--- config.mk ---
export PLATFORM = sky130hd
export DESIGN_NAME = sm83_regfile_flat
export DESIGN_NICKNAME = d
export VERILOG_FILES = /design/src/rtl/sm83_regfile_pkg.sv /design/src/rtl/sm83_regfile_if.sv /design/src/rtl/sm83_regfile_idu.sv /design/src/rtl/sm83_regfile.sv /design/src/flat_wrapper.sv
export SDC_FILE = /design/constraint.sdc
export NUM_CORES = 1
export LEC_CHECK = 0
export CELL_PAD_IN_SITES_DETAIL_PLACEMENT = 0
export CELL_PAD_IN_SITES_GLOBAL_PLACEMENT = 1
export CORE_MARGIN = 10
export CORE_UTILIZATION = 37
export DETAILED_ROUTE_END_ITERATION = 10
export PLACE_DENSITY = 0.86
export SLEW_MARGIN = 40
export SYNTH_ARGS = -nofsm -noshare
export SYNTH_HDL_FRONTEND = slang
export SYNTH_SLANG_ARGS = --single-unit
--- constraint.sdc ---
create_clock -name clk -period 3.3 [get_ports clk]
set_input_delay 0.66 -clock clk [delete_from_list [all_inputs] [get_ports clk]]
set_output_delay 0.66 -clock clk [all_outputs]
set_load 0.02 [all_outputs]
--- src/rtl/sm83_regfile_pkg.sv ---
// Shared types for the SM83 register file: write-enable vector, selects, IDU controls
// and the registered architectural state vector.
package sm83_pkg;

  typedef logic [7:0] r8_t;

  localparam logic [15:0] RST_PC_DEF = 16'h0000;
  localparam logic [15:0] RST_SP_DEF = 16'hFFFE;

  typedef struct packed {
    logic ir;
    logic ie;
    logic a;
    logic f;
    logic gp8;
    logic gp16;
    logic pc;
    logic sp;
  } reg_wen_vec_t;

  typedef enum logic [2:0] {
    R8_B = 3'd0, R8_C = 3'd1, R8_D = 3'd2, R8_E = 3'd3, R8_H = 3'd4, R8_L = 3'd5
  } gp_r8_sel_t;

  typedef enum logic [1:0] {
    R16_BC = 2'd0, R16_DE = 2'd1, R16_HL = 2'd2
  } gp_r16_sel_t;

  typedef enum logic [1:0] {
    IDU_NONE = 2'd0, IDU_INC = 2'd1, IDU_DEC = 2'd2
  } idu_op_t;

  typedef enum logic [1:0] {
    IDU_PC = 2'd0, IDU_SP = 2'd1, IDU_R16 = 2'd2
  } idu_tgt_t;

  typedef struct packed {
    logic z;
    logic n;
    logic h;
    logic c;
    logic [3:0] rsvd;
  } flags_t;

  typedef union packed {
    logic [15:0] r16;
    struct packed {
      r8_t msb;
      r8_t lsb;
    } r8;
  } r16_t;

  typedef struct packed {
    r8_t         ir;
    r8_t         ie;
    r8_t         a;
    flags_t      f;
    r16_t        b_c;
    r16_t        d_e;
    r16_t        h_l;
    logic [15:0] pc;
    logic [15:0] sp;
  } reg_vec_t;

  // Read one general-purpose pair; select 3 has no backing pair and reads as zero.
  function automatic logic [15:0] pair_get(input reg_vec_t r, input logic [1:0] s);
    case (s)
      2'd0:    pair_get = r.b_c.r16;
      2'd1:    pair_get = r.d_e.r16;
      2'd2:    pair_get = r.h_l.r16;
      default: pair_get = 16'h0000;
    endcase
  endfunction

endpackage

--- src/rtl/sm83_regfile_if.sv ---
// Write/read bus between decoder/ALU writeback (master) and the register file (slave).
import sm83_pkg::*;

interface sm83_regfile_if;
  reg_wen_vec_t wen_i;
  gp_r8_sel_t   gp8_sel_i;
  gp_r16_sel_t  gp16_sel_i;
  r8_t          wdata8_i;
  flags_t       f_wdata_i;
  logic [15:0]  wdata16_i;
  idu_op_t      idu_op_i;
  idu_tgt_t     idu_tgt_i;
  reg_vec_t     regs_o;
  logic [15:0]  idu_addr_o;
  logic         illegal_o;

  modport master (
    output wen_i, gp8_sel_i, gp16_sel_i, wdata8_i, f_wdata_i, wdata16_i, idu_op_i, idu_tgt_i,
    input  regs_o, idu_addr_o, illegal_o
  );

  modport slave (
    input  wen_i, gp8_sel_i, gp16_sel_i, wdata8_i, f_wdata_i, wdata16_i, idu_op_i, idu_tgt_i,
    output regs_o, idu_addr_o, illegal_o
  );
endinterface

--- src/rtl/sm83_regfile_idu.sv ---
// 16-bit increment/decrement unit; wraps modulo 2^16, passes through on IDU_NONE.
module sm83_idu
  import sm83_pkg::*;
(
  input  logic [15:0] src_i,
  input  idu_op_t     op_i,
  output logic [15:0] res_o
);
  always_comb begin
    case (op_i)
      IDU_INC: res_o = src_i + 16'd1;
      IDU_DEC: res_o = src_i - 16'd1;
      default: res_o = src_i;
    endcase
  end
endmodule

--- src/rtl/sm83_regfile.sv ---
// SM83 architectural register file: write decode, IDU conflict resolution, all state flops.
module sm83_regfile
  import sm83_pkg::*;
#(
  parameter logic [15:0] RST_PC = RST_PC_DEF,
  parameter logic [15:0] RST_SP = RST_SP_DEF
) (
  input  logic           clk,
  input  logic           rst_n,
  sm83_regfile_if.slave  bus
);
  reg_vec_t    regs_q, regs_d;
  logic        illegal_q, illegal_d;
  logic [2:0]  sel8;
  logic [1:0]  sel16, gp8_pair;
  logic        gp8_bad, gp8_ok, gp16_bad, gp16_ok;
  logic        idu_on, tgt_ok, idu_cancel, idu_we;
  logic [15:0] idu_src, idu_res;

  // Decode selects and work out whether the IDU may commit this cycle.
  always_comb begin
    sel8       = bus.gp8_sel_i;
    sel16      = bus.gp16_sel_i;
    gp8_bad    = bus.wen_i.gp8 && (sel8 > 3'd5);
    gp8_ok     = bus.wen_i.gp8 && !gp8_bad;
    gp8_pair   = sel8[2:1];
    gp16_bad   = bus.wen_i.gp16 && (sel16 == 2'd3);
    gp16_ok    = bus.wen_i.gp16 && !gp16_bad;
    idu_on     = (bus.idu_op_i == IDU_INC) || (bus.idu_op_i == IDU_DEC);
    idu_src    = 16'h0000;
    tgt_ok     = 1'b0;
    idu_cancel = 1'b0;
    case (bus.idu_tgt_i)
      IDU_PC: begin
        idu_src    = regs_q.pc;
        tgt_ok     = 1'b1;
        idu_cancel = bus.wen_i.pc;
      end
      IDU_SP: begin
        idu_src    = regs_q.sp;
        tgt_ok     = 1'b1;
        idu_cancel = bus.wen_i.sp;
      end
      IDU_R16: begin
        idu_src    = pair_get(regs_q, sel16);
        tgt_ok     = (sel16 != 2'd3);
        idu_cancel = gp16_ok || (gp8_ok && (gp8_pair == sel16));
      end
      default: ;
    endcase
    idu_we    = idu_on && tgt_ok && !idu_cancel;
    illegal_d = gp8_bad || gp16_bad || (idu_on && !tgt_ok);
  end

  sm83_idu u_idu (
    .src_i (idu_src),
    .op_i  (bus.idu_op_i),
    .res_o (idu_res)
  );

  // Apply order: IDU, then byte writes, then pair writes, so wider explicit writes win.
  always_comb begin
    regs_d = regs_q;
    if (bus.wen_i.ir) regs_d.ir = bus.wdata8_i;
    if (bus.wen_i.ie) regs_d.ie = bus.wdata8_i;
    if (bus.wen_i.a)  regs_d.a  = bus.wdata8_i;
    if (bus.wen_i.f)  regs_d.f  = flags_t'(bus.f_wdata_i & 8'hF0);
    if (idu_we) begin
      case (bus.idu_tgt_i)
        IDU_PC: regs_d.pc = idu_res;
        IDU_SP: regs_d.sp = idu_res;
        default: begin
          case (sel16)
            2'd0:    regs_d.b_c.r16 = idu_res;
            2'd1:    regs_d.d_e.r16 = idu_res;
            default: regs_d.h_l.r16 = idu_res;
          endcase
        end
      endcase
    end
    if (gp8_ok) begin
      case (sel8)
        3'd0:    regs_d.b_c.r8.msb = bus.wdata8_i;
        3'd1:    regs_d.b_c.r8.lsb = bus.wdata8_i;
        3'd2:    regs_d.d_e.r8.msb = bus.wdata8_i;
        3'd3:    regs_d.d_e.r8.lsb = bus.wdata8_i;
        3'd4:    regs_d.h_l.r8.msb = bus.wdata8_i;
        default: regs_d.h_l.r8.lsb = bus.wdata8_i;
      endcase
    end
    if (gp16_ok) begin
      case (sel16)
        2'd0:    regs_d.b_c.r16 = bus.wdata16_i;
        2'd1:    regs_d.d_e.r16 = bus.wdata16_i;
        default: regs_d.h_l.r16 = bus.wdata16_i;
      endcase
    end
    if (bus.wen_i.pc) regs_d.pc = bus.wdata16_i;
    if (bus.wen_i.sp) regs_d.sp = bus.wdata16_i;
  end

  always_ff @(posedge clk or negedge rst_n) begin
    if (!rst_n) begin
      regs_q    <= '0;
      regs_q.pc <= RST_PC;
      regs_q.sp <= RST_SP;
      illegal_q <= 1'b0;
    end else begin
      regs_q    <= regs_d;
      illegal_q <= illegal_d;
    end
  end

  assign bus.regs_o     = regs_q;
  assign bus.idu_addr_o = idu_src;
  assign bus.illegal_o  = illegal_q;

endmodule

--- src/flat_wrapper.sv ---
// flat-port wrapper written by rule: the top's interface ports become plain ports
module sm83_regfile_flat import sm83_pkg::*;
#(
  parameter logic [15:0] RST_PC = RST_PC_DEF,
  parameter logic [15:0] RST_SP = RST_SP_DEF
)
  (clk, rst_n, bus_wen_i, bus_gp8_sel_i, bus_gp16_sel_i, bus_wdata8_i, bus_f_wdata_i, bus_wdata16_i, bus_idu_op_i, bus_idu_tgt_i, bus_regs_o, bus_idu_addr_o, bus_illegal_o);
  sm83_regfile_if bus_i ();
  input  logic clk;
  input  logic rst_n;
  input wire logic [$bits(bus_i.wen_i)-1:0] bus_wen_i;
  input wire logic [$bits(bus_i.gp8_sel_i)-1:0] bus_gp8_sel_i;
  input wire logic [$bits(bus_i.gp16_sel_i)-1:0] bus_gp16_sel_i;
  input wire logic [$bits(bus_i.wdata8_i)-1:0] bus_wdata8_i;
  input wire logic [$bits(bus_i.f_wdata_i)-1:0] bus_f_wdata_i;
  input wire logic [$bits(bus_i.wdata16_i)-1:0] bus_wdata16_i;
  input wire logic [$bits(bus_i.idu_op_i)-1:0] bus_idu_op_i;
  input wire logic [$bits(bus_i.idu_tgt_i)-1:0] bus_idu_tgt_i;
  output wire logic [$bits(bus_i.regs_o)-1:0] bus_regs_o;
  output wire logic [$bits(bus_i.idu_addr_o)-1:0] bus_idu_addr_o;
  output wire logic [$bits(bus_i.illegal_o)-1:0] bus_illegal_o;
  assign bus_i.wen_i = bus_wen_i;
  assign bus_i.gp8_sel_i = bus_gp8_sel_i;
  assign bus_i.gp16_sel_i = bus_gp16_sel_i;
  assign bus_i.wdata8_i = bus_wdata8_i;
  assign bus_i.f_wdata_i = bus_f_wdata_i;
  assign bus_i.wdata16_i = bus_wdata16_i;
  assign bus_i.idu_op_i = bus_idu_op_i;
  assign bus_i.idu_tgt_i = bus_idu_tgt_i;
  assign bus_regs_o = bus_i.regs_o;
  assign bus_idu_addr_o = bus_i.idu_addr_o;
  assign bus_illegal_o = bus_i.illegal_o;
  sm83_regfile #(.RST_PC(RST_PC), .RST_SP(RST_SP)) u_core (.clk(clk), .rst_n(rst_n), .bus(bus_i));
endmodule
==> flow_summary_export.csv <==
group,metric,value,unit
worst_setup_path,setup.worst_path.start_class,"input port",
global_route,grt_pass1_vias,7048,
global_route,grt_max_degree,51,
sta,setup_violations,2,
drt,routed_wl,27100,um
drt,drc,0,
sta,drv_slew,0,
cells_and_area,final_util,0.573,
logic_synthesis,synth_edf_count,0,
sta,fin_worst_skew,10.0,ps
sta,max_freq,0.300,GHz
global_route,grt_use_total,0.215,
hold_path,min_path_type,"in -> async",
clock_network,cts_tree,"built",
cells_and_area,fillCellCount,1603,
sta,slew-limit-headroom,0.601,
logic_synthesis,syn_area_per_cell,8.69,um^2
worst_setup_path,critical_path_class,"in -> reg",
die,die_h,156,um
worst_setup_path,regToRegSetupSlack,10,ps
worst_setup_path,worst_setup_path_end_kind,"register",
drt,via_per_inst,5.65,
sta,setup_tns,-59.9,ps
logic_synthesis,ys_warn_count,0,
power,ir_drop,0.306,mV
clock_network,numCtsBuffers,9,
cells_and_area,fin_area,10400,um^2
logic_synthesis,yosysUniqueCellTypes,62,
placement,post-place-ws,-956,ps
drt,vias,7271,
cells_and_area,diodes,0,
worst_setup_path,rr_endpoint,"u_core.bus.regs_o[15]",
power,p_leak,4.34,nW
power,powerDensity,486,nW/um^2
sta,rsz0062_at_grt,"yes",
clock_network,ctsHtreeMaxLevel,3,
clock_network,clk_pin_slew,80,ps
worst_setup_path,crit_start,"bus_gp16_sel_i[0]",
run_status,status,"finished with violations",
sta,fin_crit,3340,ps
cells_and_area,nets,1121,
logic_synthesis,yosysSeqAreaShare,0.399,
run_status,failed_checks,"setup timing",
placement,port_buffers,171,
logic_synthesis,async_reset_ff_frac,1.00,
placement,hpwl,20900,um
die,core_area,18100,um^2
worst_setup_path,cp.required,3600,ps
die,initial_core_util,0.379,
placement,place_area,9650,um^2
sta,hold_violations,0,
cells_and_area,drive_above_1_share,0.246,
placement,gp_congestion,0.950,
cells_and_area,multiInputGateArea,4180,um^2
logic_synthesis,synth_ff_type,"dfrtp_1",
logic_synthesis,netlist_area,6880,um^2
worst_setup_path,path_max_fanout,5,
sta,layout_worst_path_cycle_share,1.01,
global_route,antenna_found_initial,0,
sta,worstMarginPinSlew,597,ps
global_route,grt_pass1_wl,41400,um
die,dieArea,24400,um^2
drt,drt_iter0_markers,813,
cells_and_area,syn2layout_area_growth,51.2,%
sta,worst_slack,-37.0,ps
die,io_pins,180,
clock_network,clockBufferDepth,2,
worst_setup_path,rr_startpoint,"u_core.bus.regs_o[50]",
worst_setup_path,critical_path_arrival,3640,ps
clock_network,clock-sinks,109,
drt,ant_nets,0,
worst_setup_path,reg2reg_depth,15,
clock_network,postCtsHoldBufs,0,
global_route,overflow,0,
logic_synthesis,ys_ff_latch,109,
job,max-cap-violations,0,
cells_and_area,final_cell_mix,"clkdlybuf4s50_1 (164), buf_4 (126), nand2_1 (103)",
cells_and_area,regArea,2750,um^2
worst_setup_path,crit_path_end,"u_core.bus.regs_o[15]",
clock_network,cts_root_buf,"clkbuf_16",
die,fp-row-count,49,
cells_and_area,final_common_cell,"clkdlybuf4s50_1",
drt,firstDrtPassIters,5,
logic_synthesis,syn_inst,791,
drt,wl_per_cell,21.0,um
die,die_x,156,um
clock_network,clock_latency,360,ps
==> sequential cells by signal, indices dropped and copies added (netlist names) <==
signal	cells
u_core.bus.regs_o	108
u_core.bus.illegal_o	1
==> power breakdown <==
group / leakage, nW / total [mW] / internal, mW / switching (mW)
clock: 0.148 / 1.16 / 0.631 / 0.525
sequential: 1.26 / 1.76 / 1.55 / 0.203
combinational: 2.93 / 2.13 / 1.02 / 1.11
total: 4.34 / 5.05 / 3.21 / 1.84
==> cell families after synthesis <==
| group | share of synthesized area |
|---|---|
| and+or+nand+nor | 0.161 |
| AOI/OAI and AO/OA | 0.220 |
| DFF | 0.399 |
| muxes | 0.127 |
| buffers and inverters | 0.0428 |
| adders and majority gates | 0.0302 |
| xor gates and xnor gates | 0.0189 |
| other | 0.000545 |
==> critical path, cell delays in order <==
cell and delay (ps):
buf_6 90, mux2i_1 180, nor2_1 60, a31oi_1 190
a211o_1 210, nand2_2 90, ha_4 270, buf_4 110
o21a_1 160, o22ai_2 90, or2_1 240, o31a_4 380
a31oi_4 190, xnor2_4 110, or4_1 510, nand3_1 90
==> cell usage after synthesis, types with 2 or more instances <==
master | n | area share
xor2_1 | 8 | 0.010
or4_1 | 2 | 0.0022
o31ai_1 | 2 | 0.0022
o21ai_0 | 92 | 0.067
o31a_1 | 2 | 0.0025
nand2b_1 | 9 | 0.0082
dfrtp_1 | 94 | 0.34
o2bb2ai_1 | 3 | 0.0038
or3_1 | 12 | 0.011
mux2_2 | 32 | 0.052
mux2i_1 | 51 | 0.074
a211o_1 | 2 | 0.0025
nand3_1 | 12 | 0.0087
and2_1 | 3 | 0.0027
nor2b_1 | 5 | 0.0045
o22ai_1 | 13 | 0.012
nor2_1 | 74 | 0.040
and3_1 | 7 | 0.0064
o21a_1 | 5 | 0.0055
buf_4 | 4 | 0.0044
a21o_1 | 5 | 0.0055
a31oi_1 | 10 | 0.0091
nand2_1 | 106 | 0.058
xnor2_1 | 5 | 0.0064
o211ai_1 | 13 | 0.014
o221ai_1 | 5 | 0.0064
a311oi_1 | 2 | 0.0025
o21bai_1 | 3 | 0.0033
o21ai_1 | 3 | 0.0022
a22oi_1 | 12 | 0.013
a211oi_1 | 3 | 0.0033
dfstp_2 | 15 | 0.057
a221oi_1 | 2 | 0.0025
a21oi_1 | 62 | 0.045
nor3_1 | 9 | 0.0066
buf_2 | 13 | 0.0095
inv_1 | 9 | 0.0049
ha_1 | 15 | 0.027
clkbuf_1 | 40 | 0.022
nor3b_1 | 4 | 0.0044
or2_2 | 2 | 0.0018
==> what timing repair did <==
item / CTS / global route
resized for setup: 39 / 54
pin swaps: 23 / 23
cloned: 1 / 0
setup buffers: 8 / 5
setup endpoints to repair: 75 / 53
==> layout make-up <==
cell class                 count  share of cell area
inverter                       9             0.00349
timing repair buffer         308               0.273
tap                          229              0.0276
sequential                   109               0.264
clock inverter                 5             0.00566
clock buffer                  11              0.0243
multi-input combinational    617               0.402
==> worst min-delay path by stage <==
stage | endpoint | slack, ps | startpoint | cells after the start
final | u_core.bus.regs_o[48] | 290 | rst_n | 1
after global routing | u_core.bus.regs_o[48] | 330 | rst_n | 1
after CTS | u_core.bus.regs_o[48] | 310 | rst_n | 1
after detailed placement | u_core.bus.regs_o[90] | 500 | u_core.bus.regs_o[90] | 1
after global placement | u_core.bus.regs_o[102] | 490 | u_core.bus.regs_o[102] | 1
after floorplan | u_core.bus.illegal_o | 360 | rst_n | 0
==> routing by layer <==
metal / GRT usage / vias up / wire length [um]
met1: 0.289 / 3514 / 11600
met2: 0.330 / 365 / 12300
met3: 0.0622 / 32 / 2790
met5: 0 / - / 0
li1: - / 3360 / -
met4: 0.0580 / 0 / 436
==> through the flow <==
step           hold WS [ps]  cells  total power, mW
2_1_floorplan           364    794             2.70
3_3_place_gp            488   1259             3.77
3_5_place_dp            495   1259             3.78
4_1_cts                 307   1284             4.99
5_1_grt                 327   1288             5.28
6_report                285   1288             5.05
No activity file was read; power rests on OpenSTA's default activity.
